--- src/rtl/mem_arbiter_if.sv ---
// rtl/mem_arbiter_if.sv - LSU request/response and memory channel bundle for mem_arbiter
// Signals: req_valid/req_write/req_addr/req_wdata/req_ready per LSU lane (flattened),
//          resp_valid/resp_rdata back to the lanes,
//          mem_read_* and mem_write_* toward the memory controller.
// Modports: master = arbiter side, slave = LSU lanes plus memory controller side.
interface mem_arbiter_if #(
    parameter int NUM_REQUESTERS = 4,
    parameter int ADDR_BITS      = 8,
    parameter int DATA_BITS      = 8
);
    logic [NUM_REQUESTERS-1:0]           req_valid;
    logic [NUM_REQUESTERS-1:0]           req_write;
    logic [NUM_REQUESTERS*ADDR_BITS-1:0] req_addr;
    logic [NUM_REQUESTERS*DATA_BITS-1:0] req_wdata;
    logic [NUM_REQUESTERS-1:0]           req_ready;
    logic [NUM_REQUESTERS-1:0]           resp_valid;
    logic [DATA_BITS-1:0]                resp_rdata;

    logic                                mem_read_valid;
    logic [ADDR_BITS-1:0]                mem_read_address;
    logic                                mem_read_ready;
    logic [DATA_BITS-1:0]                mem_read_data;
    logic                                mem_write_valid;
    logic [ADDR_BITS-1:0]                mem_write_address;
    logic [DATA_BITS-1:0]                mem_write_data;
    logic                                mem_write_ready;

    modport master (
        input  req_valid, req_write, req_addr, req_wdata,
        input  mem_read_ready, mem_read_data, mem_write_ready,
        output req_ready, resp_valid, resp_rdata,
        output mem_read_valid, mem_read_address,
        output mem_write_valid, mem_write_address, mem_write_data
    );

    modport slave (
        output req_valid, req_write, req_addr, req_wdata,
        output mem_read_ready, mem_read_data, mem_write_ready,
        input  req_ready, resp_valid, resp_rdata,
        input  mem_read_valid, mem_read_address,
        input  mem_write_valid, mem_write_address, mem_write_data
    );
endinterface

--- src/rtl/mem_arbiter.sv ---
// rtl/mem_arbiter.sv - round-robin arbiter sharing one data-memory channel among LSU lanes
// Ports:
//   clk          rising-edge clock
//   reset        asynchronous active-low reset
//   bus          mem_arbiter_if.master: per-lane req/resp handshake and memory read/write channel
//   stall_cycles [15:0] saturating count of cycles with a pending request but no accept
//                (present only when MEM_ARB_PERF_EN is defined)
// One transaction is in flight at a time: IDLE -> READING/WRITING -> RESPOND -> IDLE.
module mem_arbiter #(
    parameter int NUM_REQUESTERS = 4,
    parameter int ADDR_BITS      = 8,
    parameter int DATA_BITS      = 8,
    parameter int IDX_BITS       = (NUM_REQUESTERS > 1) ? $clog2(NUM_REQUESTERS) : 1
) (
    input  logic          clk,
    input  logic          reset,
    mem_arbiter_if.master bus
`ifdef MEM_ARB_PERF_EN
    ,
    output logic [15:0]   stall_cycles
`endif
);
    typedef enum logic [1:0] {
        IDLE    = 2'd0,
        READING = 2'd1,
        WRITING = 2'd2,
        RESPOND = 2'd3
    } state_t;

    state_t                    state;
    state_t                    state_next;
    logic [IDX_BITS-1:0]       rr_ptr;
    logic [IDX_BITS-1:0]       cur_idx;
    logic [IDX_BITS-1:0]       grant_idx;
    logic                      grant_found;
    logic                      accept;
    logic [ADDR_BITS-1:0]      cur_addr;
    logic [DATA_BITS-1:0]      cur_wdata;
    logic [DATA_BITS-1:0]      rdata_q;
    logic [NUM_REQUESTERS-1:0] resp_q;

    // Scan lanes starting at rr_ptr; first valid lane wins.
    always_comb begin
        int                  lane;
        logic [IDX_BITS-1:0] lane_idx;
        grant_found = 1'b0;
        grant_idx   = '0;
        lane        = 0;
        lane_idx    = '0;
        for (int k = 0; k < NUM_REQUESTERS; k++) begin
            lane = int'(rr_ptr) + k;
            if (lane >= NUM_REQUESTERS) begin
                lane = lane - NUM_REQUESTERS;
            end
            lane_idx = IDX_BITS'(lane);
            if (!grant_found && bus.req_valid[lane_idx]) begin
                grant_found = 1'b1;
                grant_idx   = lane_idx;
            end
        end
    end

    assign accept = (state == IDLE) && grant_found;

    always_comb begin
        bus.req_ready = '0;
        if (accept) begin
            bus.req_ready[grant_idx] = 1'b1;
        end
    end

    always_ff @(posedge clk or negedge reset) begin
        if (!reset) begin
            state <= IDLE;
        end else begin
            state <= state_next;
        end
    end

    // Only the ready that matches the current direction can advance the FSM.
    always_comb begin
        state_next = state;
        case (state)
            IDLE: begin
                if (accept) begin
                    state_next = bus.req_write[grant_idx] ? WRITING : READING;
                end
            end
            READING: begin
                if (bus.mem_read_ready) begin
                    state_next = RESPOND;
                end
            end
            WRITING: begin
                if (bus.mem_write_ready) begin
                    state_next = RESPOND;
                end
            end
            RESPOND: state_next = IDLE;
            default: state_next = IDLE;
        endcase
    end

    always_ff @(posedge clk or negedge reset) begin
        if (!reset) begin
            rr_ptr    <= '0;
            cur_idx   <= '0;
            cur_addr  <= '0;
            cur_wdata <= '0;
            rdata_q   <= '0;
            resp_q    <= '0;
        end else begin
            if (accept) begin
                cur_idx   <= grant_idx;
                cur_addr  <= bus.req_addr[int'(grant_idx)*ADDR_BITS +: ADDR_BITS];
                cur_wdata <= bus.req_wdata[int'(grant_idx)*DATA_BITS +: DATA_BITS];
            end
            if (state == READING && bus.mem_read_ready) begin
                rdata_q <= bus.mem_read_data;
            end
            // Pulse is registered so it lines up with the RESPOND cycle.
            resp_q <= '0;
            if (state_next == RESPOND) begin
                resp_q[cur_idx] <= 1'b1;
            end
            // Next scan starts just past the lane that was served.
            if (state == RESPOND) begin
                rr_ptr <= (cur_idx == IDX_BITS'(NUM_REQUESTERS - 1)) ? '0 : cur_idx + 1'b1;
            end
        end
    end

    // Valids decode straight from state so an async reset drops them at once.
    assign bus.mem_read_valid    = (state == READING);
    assign bus.mem_write_valid   = (state == WRITING);
    assign bus.mem_read_address  = cur_addr;
    assign bus.mem_write_address = cur_addr;
    assign bus.mem_write_data    = cur_wdata;
    assign bus.resp_valid        = resp_q;
    assign bus.resp_rdata        = rdata_q;

`ifdef MEM_ARB_PERF_EN
    logic [15:0] stall_q;

    always_ff @(posedge clk or negedge reset) begin
        if (!reset) begin
            stall_q <= '0;
        end else if ((|bus.req_valid) && !accept && (stall_q != 16'hFFFF)) begin
            stall_q <= stall_q + 16'd1;
        end
    end

    assign stall_cycles = stall_q;
`endif
endmodule

--- src/flat_wrapper.sv ---
// flat-port wrapper written by rule: the top's interface ports become plain ports
module mem_arbiter_flat 
#(
    parameter int NUM_REQUESTERS = 4,
    parameter int ADDR_BITS      = 8,
    parameter int DATA_BITS      = 8,
    parameter int IDX_BITS       = (NUM_REQUESTERS > 1) ? $clog2(NUM_REQUESTERS) : 1
)
  (clk, reset, bus_req_valid, bus_req_write, bus_req_addr, bus_req_wdata, bus_mem_read_ready, bus_mem_read_data, bus_mem_write_ready, bus_req_ready, bus_resp_valid, bus_resp_rdata, bus_mem_read_valid, bus_mem_read_address, bus_mem_write_valid, bus_mem_write_address, bus_mem_write_data);
  mem_arbiter_if #(.NUM_REQUESTERS(NUM_REQUESTERS), .ADDR_BITS(ADDR_BITS), .DATA_BITS(DATA_BITS)) bus_i ();
  input  logic clk;
  input  logic reset;
  input wire logic [$bits(bus_i.req_valid)-1:0] bus_req_valid;
  input wire logic [$bits(bus_i.req_write)-1:0] bus_req_write;
  input wire logic [$bits(bus_i.req_addr)-1:0] bus_req_addr;
  input wire logic [$bits(bus_i.req_wdata)-1:0] bus_req_wdata;
  input wire logic [$bits(bus_i.mem_read_ready)-1:0] bus_mem_read_ready;
  input wire logic [$bits(bus_i.mem_read_data)-1:0] bus_mem_read_data;
  input wire logic [$bits(bus_i.mem_write_ready)-1:0] bus_mem_write_ready;
  output wire logic [$bits(bus_i.req_ready)-1:0] bus_req_ready;
  output wire logic [$bits(bus_i.resp_valid)-1:0] bus_resp_valid;
  output wire logic [$bits(bus_i.resp_rdata)-1:0] bus_resp_rdata;
  output wire logic [$bits(bus_i.mem_read_valid)-1:0] bus_mem_read_valid;
  output wire logic [$bits(bus_i.mem_read_address)-1:0] bus_mem_read_address;
  output wire logic [$bits(bus_i.mem_write_valid)-1:0] bus_mem_write_valid;
  output wire logic [$bits(bus_i.mem_write_address)-1:0] bus_mem_write_address;
  output wire logic [$bits(bus_i.mem_write_data)-1:0] bus_mem_write_data;
  assign bus_i.req_valid = bus_req_valid;
  assign bus_i.req_write = bus_req_write;
  assign bus_i.req_addr = bus_req_addr;
  assign bus_i.req_wdata = bus_req_wdata;
  assign bus_i.mem_read_ready = bus_mem_read_ready;
  assign bus_i.mem_read_data = bus_mem_read_data;
  assign bus_i.mem_write_ready = bus_mem_write_ready;
  assign bus_req_ready = bus_i.req_ready;
  assign bus_resp_valid = bus_i.resp_valid;
  assign bus_resp_rdata = bus_i.resp_rdata;
  assign bus_mem_read_valid = bus_i.mem_read_valid;
  assign bus_mem_read_address = bus_i.mem_read_address;
  assign bus_mem_write_valid = bus_i.mem_write_valid;
  assign bus_mem_write_address = bus_i.mem_write_address;
  assign bus_mem_write_data = bus_i.mem_write_data;
  mem_arbiter #(.NUM_REQUESTERS(NUM_REQUESTERS), .ADDR_BITS(ADDR_BITS), .DATA_BITS(DATA_BITS), .IDX_BITS(IDX_BITS)) u_core (.clk(clk), .reset(reset), .bus(bus_i));
endmodule
--- config.mk ---
export PLATFORM = sky130hd
export DESIGN_NAME = mem_arbiter_flat
export DESIGN_NICKNAME = d
export VERILOG_FILES = /design/src/rtl/mem_arbiter_if.sv /design/src/rtl/mem_arbiter.sv /design/src/flat_wrapper.sv
export SDC_FILE = /design/constraint.sdc
export NUM_CORES = 1
export LEC_CHECK = 0
export ABC_CLOCK_PERIOD_IN_PS = 2000
export CORE_MARGIN = 2
export CORE_UTILIZATION = 37
export DETAILED_ROUTE_END_ITERATION = 6
export HOLD_SLACK_MARGIN = 0.06
export PLACE_DENSITY = 0.83
export SLEW_MARGIN = 20
export SYNTH_ARGS = -nofsm -noshare
export SYNTH_HDL_FRONTEND = slang
export SYNTH_SLANG_ARGS = --single-unit
--- constraint.sdc ---
create_clock -name clk -period 2 [get_ports clk]
set_input_delay 0.2 -clock clk [delete_from_list [all_inputs] [get_ports clk]]
set_output_delay 0.2 -clock clk [all_outputs]
set_load 0.01 [all_outputs]
### Yosys cells after proc, flatten, opt, wreduce, memory -nomap -nowiden

Index checks and enable logic that the tools add are counted.

| storage, ports and cells | value |
|---|---|
| register bits | 34 |
| word-level logic and storage cells | 79 |

| cells by class | value |
|---|---|
| $add $sub $neg | 8 |
| magnitude comparators | 12 |
| equality and inequality tests | 5 |
| shift operators | 2 |
| mux-type cells | 34 |
| reduce and logical (&&, ||, !) cells | 11 |

Operators by type and width:

| operator | count |
|---|---|
| 32-bit by 6-bit variable part select with 8-bit output | 2 |
| 2-bit two-way mux | 13 |
| 2-bit by 3-bit < comparator with 1-bit output, second input constant | 6 |
| 1-bit two-way mux | 11 |
| 1-bit binary-select mux with 2-bit select | 5 |
| 3-bit greater-or-equal comparator, second input constant | 3 |
| 2-bit == test, second input constant | 4 |
| 4-bit two-way mux | 2 |
| 2-bit case mux with 4 select lines | 1 |
| 2-bit by 1-bit subtractor with 2-bit output, second input constant | 4 |
| 1-bit logical AND | 7 |
| 2-bit by 2-bit adder with 3-bit output, second input constant | 2 |
| 1-bit demux with 2-bit select | 2 |
| 2-bit by 1-bit greater-or-equal comparator with 1-bit output, second input constant | 2 |
| 2-bit by 1-bit adder with 3-bit output, second input constant | 1 |
| 2-bit by 3-bit greater-or-equal comparator with 1-bit output, second input constant | 1 |
| 1-bit zero test | 3 |
| 2-bit by 1-bit adder with 2-bit output, second input constant | 1 |
| 2-bit by 1-bit == test with 1-bit output, second input constant | 1 |
| 2-bit zero test | 1 |

### Longest topological paths before layout

| depth | value |
|---|---|
| word-level depth | 21 |
| depth in mapped cells | 8 |
| mapped depth without buffers | 6 |

### Least setup slack after synthesis

Ideal clock, no wire load.

| timing | value |
|---|---|
| kind | register to register |
| start point | register u_core.rr_ptr[1] |
| end point | register u_core.cur_wdata[4], in the netlist u_core.bus.mem_write_data[4] |
| arrival | 1,709 ps |
| data required time | 1,875 ps |
| path slack | 166 ps |
| stages on the path, launching flop included | 8 |
| period minus slack after synthesis | 1,834 ps |
| path through | dfrtp_1 > mux2i_1 > a221oi_2 > buf_6 > buf_12 > mux2i_1 > mux2i_1 > mux2_2 |

| between the ends | value |
|---|---|
| word-level cells in the longest chain between the ends | 15 |
| elaborated cells on any way between the ends | 39 |
| those cells by class | 7 x add/sub; 4 x order compare; 1 x shift; 20 x mux; 7 x reduce/logical |

RTL lines:

| item | RTL line | text |
|---|---|---|
| start, declared | mem_arbiter.sv:32 | `logic [IDX_BITS-1:0] rr_ptr;` |
| start signal, assigned | mem_arbiter.sv:128 | `rr_ptr <= (cur_idx == IDX_BITS'(NUM_REQUESTERS - 1)) ? '0 : cur_idx + 1'b1;` |
| parallel branches: the longest is 15 deep, another holds 2-bit by 1-bit adder with 3-bit output | -- |  |
| end signal, assigned | mem_arbiter.sv:116 | `cur_wdata <= bus.req_wdata[int'(grant_idx)*DATA_BITS +: DATA_BITS];` |
| end, declared | mem_arbiter.sv:38 | `logic [DATA_BITS-1:0] cur_wdata;` |

Several ways; the timed one is not identified. The select of a mux whose other input is x is not followed.
A chain may end at the register's enable or synchronous reset.

### Final worst setup path

| timing | value |
|---|---|
| start point | register u_core.rr_ptr[1] |
| end point | register u_core.cur_wdata[5], in the netlist u_core.bus.mem_write_data[5] |

Same word-level chain as after synthesis.

==> reports/results.txt <==
Data on the critical path is required at its endpoint by 2.17 ns. The largest family of logic cells by synthesized area is multiplexers. For met1 alone, demand over resource in global routing was 19.83%.

The tools report the first-pass iteration count of the detailed router as 4. Leaving out fill and tap cells, the most frequent cell in the layout is clkdlybuf4s50_1. The post-route minimum period came out at 2.046 ns. Once layout is done, the placed cells without fillers occupy 3705 um2.

STA classifies the critical path startpoint as a register. The largest fanout on the critical path works out to 6. The logs give 37.80% for the initial core utilization and 41.39% for the portion of the post-synthesis area used by sequential elements. STA classifies the critical path endpoint as a register. In the routed design, unresolved DRC markers number 0.

The final clock skew was 0.005777 ns; the power after layout was 4865 uW. The complex-gate fraction of the synthesized area was 3.774%; the number of antenna cells inserted was 0. The worst setup margin came out at -0.04559 ns.

The die covers 6169 um2. The final layout contains 402 nets. The largest individual stage delay along the critical path comes from the cell dfrtp_2.

The clock passes through at most 2 buffers. In the global route stage, met2 resource usage came out at 32.74%. After detailed routing, the number of vias per cell comes to 4.716. Across all layers, the routed design uses 1,825 vias.

Setup repair after global routing could not meet its margin everywhere. The flip-flop cell with the highest count after synthesis was dfrtp_1. The register clock-pin slew on the reported worst setup and hold paths was 0.07 ns. The tools report the root buffer cell as clkbuf_8. For met3 alone, demand over resource in global routing was 7.126%.

The part of the power in the clock network is 12.6%, and the worst slew margin relative to its limit is 49.87%. The number of nets still failing antenna checks after routing was 0; the critical path's largest stage delay was 0.44 ns. Port buffering added 125 buffers. The violation count after the first detailed-route iteration is 29, and the mean instance size in the synthesized netlist is 11.95 um2.

The die span in x is 78.54 um, and the number of max-slew violations in the final report is 0. The worst path arrival time was 2.22 ns; the final period utilization was 102.3%. The run gives 260 as the net count of the mapped netlist. After global routing, the most crowded layer is met2. During synthesis, Yosys emitted a total of 0 warnings. The overall global routing resource usage is 18.16%, and the synthesized-area fraction occupied by xor and xnor cells is 0%.

After Yosys synthesis, and, or, nand and nor cells account for 7.851% of the synthesized area. After detailed routing, the average wire length per cell comes to 14.57 um. Wires add up to 5639 um.

The number of buffers created by CTS came out at 5. The mux cell area share after synthesis was 38.04%. Summing the areas of all fa, ha and maj instances in the mapped netlist gives 2.435% of the synthesized area. The highest clock rate is 488.9 MHz. Power per standard cell area: 1313 nW/um2.

In the layout the commonest cells are clkdlybuf4s50_1 (120), mux2i_1 (46), dfrtp_1 (33), mux2_2 (25), buf_4 (15). The cell family with the largest share of critical-path delay was multiplexers. Routability-driven placement finished with a final weighted congestion of 0.7740.

Fraction of registers with async set or reset after synthesis: 100.0%. The checks that failed: negative setup slack. The most numerous cell type found on the critical path is mux2i_2.

Across the VDD grid, the largest voltage drop is 735.6 uV. During I/O placement, the number of pins put on the boundary was 126. The signal on the critical path passes through mux2i_2 -> a221oi_4 -> buf_6 -> buf_8 -> buf_12 -> mux2i_2 -> mux2i_1 -> mux2_2. Yosys mapped a number of flops with a built-in enable equal to 0. The count of cell types in the netlist is 28. The critical path is of the register to register type. The cell area after placement is 3420 um2. The count of endpoints failing hold in the final timing report came out at 0. Of the cells placed in the final design, the portion with a size suffix greater than 1 is 24.13%. The final number of setup-violating endpoints is 10, and the synthesized flop and latch total is 34.

Row generation in the floorplan step produced 27 rows. The tools report the largest net degree at the start of global routing as 35. The total of max-cap violations was 0. The run gives 0.29 ns as the clock latency of the later-clocked register in the worst-skew pair.

The tree built by TritonCTS fans out to 34 sinks. TritonCTS built the clock tree. The initial antenna violation count came out at 0. The switching share of power is 32.98%. The total global routing overflow is 0, and the overall die height is 78.54 um.

For this design the static power due to leakage is 0.001620 uW. Critical path buffer and inverter count: 3. The run finished, with violations left. For this run, the share of the core covered by cells in the final layout is 68.12%. The mapped netlist covers 2056 um2. The tools report the first-pass GRT wire length as 8790 um. Summed over all failing endpoints, the final setup total negative slack is -0.2234 ns. The power spent charging and discharging nets was 1604 uW; the portion of total power attributed to combinational logic was 61.4%. The clock tree synthesis step divided the H-tree into 2 levels. Detailed placement ended at an HPWL of 4321 um.

From synthesis to final layout, the design area changed by 80.22%. The run gives 25.9% as the power share of the sequential group. Synthesis produced 172 cells.

For the pin with the worst max-slew slack, the measured transition is 0.7519 ns. The path type of the worst min-delay path was register to register. Cell internal power was estimated by the tool at 3260 uW. For the number of global-route vias before repair, the log shows 1,897. At the placement stage, the worst setup path has a slack of -0.2930 ns. Core region area: 5439 um2.
==> worst register-to-register path: stages, from the launching register on <==
cell and delay, ns:
dfrtp_2 0.44, mux2i_2 0.18, a221oi_4 0.33, buf_6 0.15, buf_8 0.13, buf_12 0.13
mux2i_2 0.21, mux2i_1 0.09, mux2_2 0.26
==> routing by layer <==
layer / wire length, um / vias to the layer above / part of all wire, %
met5: 0 / - / 0
met4: 26 / 0 / 0.46
met3: 489 / 2 / 8.7
met2: 2962 / 69 / 53
met1: 2160 / 865 / 38
li1: - / 889 / -
==> power groups by stage <==
| stage | Combinational, uW | Clock, uW | Sequential, uW |
|---|---|---|---|
| 6_report | 2990 | 615 | 1260 |
| 5_1_grt | 3200 | 677 | 1310 |
| 4_1_cts | 2900 | 633 | 1260 |
| 3_5_place_dp | 2730 | 0 | 1270 |
| 3_3_place_gp | 2680 | 0 | 1250 |
| 2_1_floorplan | 1410 | 0 | 1360 |
==> cells by family after synthesis <==
group,after synthesis
buffers and inverters,18
flip-flops,34
AO/OA/AOI/OAI,11
adder cells (fa/ha/maj),4
multiplexers,75
AND/OR/NAND/NOR,30
==> metrics by stage <==
stage | cells | hold WS (ns)
2_1_floorplan | 172 | -0.09559
3_3_place_gp | 368 | 0.3186
3_5_place_dp | 368 | 0.3281
4_1_cts | 385 | 0.5106
5_1_grt | 387 | 0.5212
6_report | 387 | 0.5037
==> registers in the layout (all words and copies together) (netlist names) <==
signal	count
u_core.bus.resp_valid	4
u_core.cur_idx	2
u_core.rr_ptr	2
u_core.bus.mem_write_data	8
u_core.state	2
u_core.bus.resp_rdata	8
u_core.bus.mem_read_address	8
==> synth_stat cells, types with 2 or more instances <==
library cell	n	area (um2)
ha_1	4	50.05
inv_1	2	7.510
o21ai_0	2	10.01
nand2b_1	4	25.02
nor2b_1	3	18.77
dfrtp_1	34	850.8
and2_1	4	25.02
mux2i_1	50	500.5
mux2_2	25	281.5
a21oi_1	3	15.01
nor2_1	5	18.77
buf_4	11	82.58
nor3b_1	2	15.01
o31ai_1	2	15.01
nand2_1	7	26.28
clkbuf_1	2	7.510
==> what timing repair did <==
action | CTS | global route
resized for setup | 16 | 21
setup buffers | 8 | 1
cloned | 1 | 1
hold buffers | 1 | 0
pin swaps | 3 | 6
hold endpoints to repair | 34 | 0
setup endpoints to repair | 10 | 22
==> final timing paths <==
path	cells after the start	to	slack, ns	start
max	8	u_core.bus.mem_write_data[5]	-0.05	u_core.rr_ptr[1]
min	1	u_core.bus.mem_write_data[3]	0.50	u_core.bus.mem_write_data[3]
max reg2reg	8	u_core.bus.mem_write_data[5]	-0.05	u_core.rr_ptr[1]
min reg2reg	1	u_core.bus.mem_write_data[3]	0.50	u_core.bus.mem_write_data[3]
max in group asynchronous	2	u_core.rr_ptr[1]	0.96	reset
min in group asynchronous	2	u_core.bus.resp_rdata[3]	0.51	reset
==> cell type report <==
| cell class | instances | area, um2 |
|---|---|---|
| inverter | 2 | 7.507 |
| fill | 425 | 1734 |
| clock buffer | 5 | 68.82 |
| clock inverter | 3 | 40.04 |
| sequential | 34 | 852.1 |
| tap | 72 | 90.09 |
| timing repair buffer | 151 | 1520 |
| multi-input combinational | 120 | 1126 |
Power figures use the tool's default switching activity.
